--- src/rtl/dragon_hit_judge.sv ---
// Collision referee for the dragon: missile/robot box overlap -> registered d_die, hit pulses, kill score.
// One-cycle latency on all outputs; no backpressure, pause freezes all state and forces hit pulses low.
module dragon_hit_judge #(
  parameter int DRAGON_W  = 40,
  parameter int DRAGON_H  = 40,
  parameter int MISSILE_W = 8,
  parameter int MISSILE_H = 4,
  parameter int ROBOT_W   = 40,
  parameter int ROBOT_H   = 40,
  parameter int HOLD_MAX  = 7,
  parameter int SCORE_W   = 8
) (
  input  logic               clk_22,
  input  logic               rst,
  input  logic               pause,
  input  logic [9:0]         d_x,
  input  logic [9:0]         d_y,
  input  logic               show_valid,
  input  logic [9:0]         m_x,
  input  logic [9:0]         m_y,
  input  logic               m_valid,
  input  logic [9:0]         r_x,
  input  logic [9:0]         r_y,
  input  logic               r_valid,
  output logic               d_die,
  output logic               m_hit,
  output logic               r_hit,
  output logic [SCORE_W-1:0] score
);

  localparam int HOLD_W = $clog2(HOLD_MAX + 1);
  localparam logic [HOLD_W-1:0] HOLD_LIM = HOLD_W'(HOLD_MAX);
  localparam logic [10:0] DW = 11'(DRAGON_W);
  localparam logic [10:0] DH = 11'(DRAGON_H);
  localparam logic [10:0] MW = 11'(MISSILE_W);
  localparam logic [10:0] MH = 11'(MISSILE_H);
  localparam logic [10:0] RW = 11'(ROBOT_W);
  localparam logic [10:0] RH = 11'(ROBOT_H);

  typedef enum logic [1:0] {ARMED, KILL, WAIT_GONE} state_e;

  state_e              state_q, state_d;
  logic [HOLD_W-1:0]   hold_q, hold_d;
  logic                timeout_q, timeout_d;
  logic                d_die_q, d_die_d;
  logic                m_hit_q, m_hit_d;
  logic                r_hit_q, r_hit_d;
  logic [SCORE_W-1:0]  score_q, score_d;
  logic                hit_m, hit_r;

  // Sums widened to 11 bits so a box near x/y=1023 cannot wrap; shared edges do not count.
  function automatic logic overlap(
    input logic [9:0]  ax, input logic [9:0]  ay,
    input logic [10:0] aw, input logic [10:0] ah,
    input logic [9:0]  bx, input logic [9:0]  by,
    input logic [10:0] bw, input logic [10:0] bh
  );
    return ({1'b0, ax} < ({1'b0, bx} + bw)) && ({1'b0, bx} < ({1'b0, ax} + aw)) &&
           ({1'b0, ay} < ({1'b0, by} + bh)) && ({1'b0, by} < ({1'b0, ay} + ah));
  endfunction

  assign hit_m = m_valid && overlap(d_x, d_y, DW, DH, m_x, m_y, MW, MH);
  assign hit_r = r_valid && overlap(d_x, d_y, DW, DH, r_x, r_y, RW, RH);

  always_comb begin
    state_d   = state_q;
    hold_d    = hold_q;
    timeout_d = timeout_q;
    score_d   = score_q;
    m_hit_d   = 1'b0;
    r_hit_d   = 1'b0;
    if (!pause) begin
      case (state_q)
        ARMED: begin
          if (!show_valid) begin
            state_d   = WAIT_GONE;
            timeout_d = 1'b0;
          end else if (hit_m) begin
            state_d = KILL;
            hold_d  = '0;
            m_hit_d = 1'b1;
            if (score_q != {SCORE_W{1'b1}}) score_d = score_q + SCORE_W'(1);
          end else if (hit_r) begin
            state_d = KILL;
            hold_d  = '0;
            r_hit_d = 1'b1;
          end
        end
        KILL: begin
          hold_d = hold_q + HOLD_W'(1);
          if (!show_valid) begin
            state_d   = WAIT_GONE;
            timeout_d = 1'b0;
          end else if (hold_d == HOLD_LIM) begin
            state_d   = WAIT_GONE;
            timeout_d = 1'b1;
          end
        end
        WAIT_GONE: begin
          // After a timeout the dragon must be seen gone before a fresh life re-arms us.
          if (!show_valid)     timeout_d = 1'b0;
          else if (!timeout_q) state_d   = ARMED;
        end
        default: state_d = ARMED;
      endcase
    end
    d_die_d = (state_d == KILL);
  end

  always_ff @(posedge clk_22) begin
    if (rst) begin
      state_q   <= ARMED;
      hold_q    <= '0;
      timeout_q <= 1'b0;
      d_die_q   <= 1'b0;
      m_hit_q   <= 1'b0;
      r_hit_q   <= 1'b0;
      score_q   <= '0;
    end else begin
      state_q   <= state_d;
      hold_q    <= hold_d;
      timeout_q <= timeout_d;
      d_die_q   <= d_die_d;
      m_hit_q   <= m_hit_d;
      r_hit_q   <= r_hit_d;
      score_q   <= score_d;
    end
  end

  assign d_die = d_die_q;
  assign m_hit = m_hit_q;
  assign r_hit = r_hit_q;
  assign score = score_q;

endmodule

--- config.mk ---
export PLATFORM = sky130hd
export DESIGN_NAME = dragon_hit_judge
export DESIGN_NICKNAME = d
export VERILOG_FILES = /design/src/rtl/dragon_hit_judge.sv
export SDC_FILE = /design/constraint.sdc
export NUM_CORES = 1
export LEC_CHECK = 0
export BUFFER_PORTS_ARGS = -buffer_cell sky130_fd_sc_hd__buf_4
export CORE_MARGIN = 4
export CORE_UTILIZATION = 41
export DETAILED_ROUTE_END_ITERATION = 8
export PLACE_DENSITY = 0.65
export SLEW_MARGIN = 25
export SYNTH_ARGS = -nofsm -noshare
export SYNTH_HDL_FRONTEND = slang
export SYNTH_SLANG_ARGS = --single-unit
--- constraint.sdc ---
create_clock -name clk_22 -period 3.4 [get_ports clk_22]
set_clock_uncertainty 0.1 [all_clocks]
set_input_delay 0.17 -clock clk_22 [delete_from_list [all_inputs] [get_ports clk_22]]
set_output_delay 0.17 -clock clk_22 [all_outputs]
set_load 0.03 [all_outputs]
==> impl_metrics.env <==
export IMPL_dpl_hpwl_um=6722
export IMPL_wl_per_cell_um=13.58
export IMPL_synth_area_um2=3128
export IMPL_path_class="input pin to register"
export IMPL_max_cap_viol_count=0
export IMPL_finalCritPeriodShare_pct=93.79
export IMPL_status="finished, final reports clean"
export IMPL_ir_drop_mv=0.2107
export IMPL_dr_pass1_iters=4
export IMPL_synth_edff_count=0
export IMPL_antenna_found_initial=0
export IMPL_synth_top_family_by_area="adder cells"
export IMPL_synth_most_common_cell="ha_1"
export IMPL_cp_required_ns=3.45
export IMPL_crit_path_end_kind="register"
export IMPL_synth_top_area_share_pct=30.40
export IMPL_dp_worst_setup_slack_ns=-0.06935
export IMPL_yosys_warnings=0
export IMPL_ys_types=52
export IMPL_grt_pass1_vias=2889
export IMPL_grt_start_max_net_pins=25
export IMPL_cts_sinks=17
export IMPL_seq_area_frac_synth_pct=10.88
export IMPL_slew_limit_headroom_pct=56.82
export IMPL_synth_avg_cell_area_um2=7.899
export IMPL_rows=31
export IMPL_ant_nets=0
export IMPL_coreArea_um2=7331
export IMPL_leakagePower_uw=0.001907
export IMPL_worstSkewPairLatency_ns=0.26
export IMPL_drt_total_wl_um=7821
export IMPL_rsz0062_at_grt="no"
export IMPL_cp_start_kind="input pin"
export IMPL_viasPerCell=5.378
export IMPL_synth_commonest_cells="76 x ha_1, 30 x nor2_1, 29 x nand2_1"
export IMPL_setup_ws_ns=0.2112
export IMPL_tns_ns=0
export IMPL_syn_inst=396
export IMPL_slowest_delay_ns=0.46
export IMPL_worst_pin_slew_ns=0.6477
export IMPL_slowest_stage="or4b_1"
export IMPL_synth_xor_area_share_pct=8.680
export IMPL_critPathMaxFanout=9
export IMPL_slew_violations=0
export IMPL_port_buffers=76
export IMPL_clock_fmax_ghz=0.3136
export IMPL_hold_path_class="input pin to register"
export IMPL_cts_root_buf="clkbuf_8"
export IMPL_power_density_nw_per_um2=205.0
export IMPL_drc_errors=0
export IMPL_drive_above_1_share_pct=19.92
export IMPL_clk_pin_slew_worst_paths_ns=0.07
export IMPL_finalHoldViolations=0
export IMPL_ys_ff_latch=17
export IMPL_io_pins=77
export IMPL_vias=3098
export IMPL_synth_ff_type="dfxtp_1"
export IMPL_initial_core_util_pct=42.67
export IMPL_grt_overflow=0
export IMPL_tritoncts="done"
export IMPL_cts_buffers=3
export IMPL_dr_first_iter_drc_count=118
export IMPL_antenna_cells=0
export IMPL_synth_compound_area_share_pct=20.68
export IMPL_synthToLayoutAreaGrowth_pct=24.72
export IMPL_ys_top_cells_by_area="ha_1 30%, dfxtp_1 11%, xor2_1 6.2%, a21oi_1 4.5%, o21ai_0 3.7%"
export IMPL_worstPathCellList="buf_4, ha_1, nand3_1, nor2_1, xnor2_1, ha_1, a2111o_1, a211oi_2, o21ai_1, o2111ai_1, or4b_1, buf_4, nor4_1, mux2_1"
export IMPL_postLayoutCellArea_um2=3901
export IMPL_dpl_cell_area_um2=3844
export IMPL_synthSimpleGateAreaFrac_pct=22.08
export IMPL_die_x_um=95.35
export IMPL_die_area_um2=9091
export IMPL_synthAdderAreaFrac_pct=30.72
export IMPL_place_congestion=0.8396
export IMPL_fin_crit_ns=3.189
export IMPL_final_nets=620
export IMPL_finalSetupViolations=0
export IMPL_cts_buffer_depth=2
export IMPL_die_y_um=95.35
export IMPL_cts_hold_buf=0
export IMPL_htreeDepth=1
export IMPL_synth_top_area_cell="ha_1"
export IMPL_arrival_ns=3.24
export IMPL_track_usage_pct=17.35
export IMPL_synthArstFlopShare_pct=0
export IMPL_synth_nets=538
export IMPL_synthMuxAreaShare_pct=2.840
export IMPL_grt_pass1_wl_um=12940
path summary, 6_finish.rpt:
path                               start                      to  slack, ns  cells after the start
hold reg to reg   hold_q[0]$_SDFFE_PP0P_  hold_q[0]$_SDFFE_PP0P_       0.40                      2
hold / removal                       rst   state_q[1]$_SDFF_PP0_       0.15                      2
setup / recovery                  m_y[2]   score[3]$_SDFFE_PP0P_       0.21                     14
setup reg to reg   state_q[1]$_SDFF_PP0_   score[5]$_SDFFE_PP0P_       1.15                      7
what timing repair did:
action,CTS,global route
resized for setup,0,2
buffers inserted,0,0
endpoints found under the setup margin,0,2
cell usage in the layout, fill, tap and decap left out, types with 6 or more instances in the layout:
| cell | Yosys | routed |
|---|---|---|
| nand2b_1 | 6 | 6 |
| inv_1 | 26 | 26 |
| xor2_1 | 22 | 22 |
| nand3_1 | 13 | 13 |
| nor3_1 | 7 | 7 |
| a21o_1 | 8 | 8 |
| xnor2_1 | 9 | 9 |
| o21ai_0 | 23 | 23 |
| a21oi_1 | 28 | 28 |
| nor2_1 | 30 | 30 |
| nor2b_1 | 14 | 14 |
| and3_1 | 10 | 10 |
| nand4_1 | 6 | 6 |
| a31oi_1 | 6 | 6 |
| nand2_1 | 29 | 29 |
| dfxtp_1 | 17 | 17 |
| mux2_1 | 7 | 7 |
| ha_1 | 76 | 76 |
| buf_4 | 0 | 83 |
state kept, by name, indices dropped and copies added (netlist names):
| register | flops |
|---|---|
| m_hit | 1 |
| r_hit | 1 |
| hold_q | 3 |
| d_die | 1 |
| state_q | 2 |
| timeout_q | 1 |
| score | 8 |
where the power goes:
| part | switching, uW | internal [uW] | leakage [uW] | total, uW |
|---|---|---|---|---|
| clock | 72.9 | 83.4 | 0.0000228 | 156 |
| combinational | 232 | 205 | 0.00175 | 436 |
| sequential | 3.91 | 203 | 0.000137 | 207 |
| total | 309 | 491 | 0.00191 | 800 |
stage by stage:
step / power (uW) / cells / hold WS [ns] / utilization [%]
after detailed placement: 645.8 / 572 / 0.3892 / 52.43
after global routing: 881.5 / 576 / 0.1803 / 53.22
after floorplan: 484.2 / 396 / 0.2531 / -
after CTS: 808.9 / 576 / 0.1556 / 53.05
after global placement: 635.7 / 572 / 0.3784 / 52.43
final: 799.9 / 576 / 0.1545 / 53.22
worst max-delay path, delay by kind of cell:
kind,cells,cell delay [ns]
AO/OA/AOI/OAI,4,0.83
XOR/XNOR,1,0.14
adder cells (fa/ha/maj),2,0.41
buffers and inverters,2,0.29
multiplexers,1,0.35
AND/OR/NAND/NOR,4,1.06
metal layers:
metal | vias to the layer above | routed length [um] | track usage [%]
li1 | 1622 | - | -
met1 | 1417 | 3841 | 24.15
met2 | 54 | 3627 | 29.33
met3 | 5 | 285 | 0.9471
met4 | 0 | 67 | 3.966
met5 | - | 0 | 0
area by class of cell:
class | count | area, um2
multi-input cells | 347 | 2671
clock buffers | 4 | 45.04
flip-flops and latches | 17 | 340.3
well taps | 99 | 123.9
fillers | 732 | 3430
repair buffers | 83 | 623.1
inverters | 26 | 97.59
kinds of logic after synthesis:
kind of cell	after synthesis
and+or+nand+nor	133
AOI/OAI and AO/OA	98
adders and majority gates	77
buffers and inverters	32
xor gates and xnor gates	31
DFF	17
muxes	8
(Power assumes the default switching activity.)
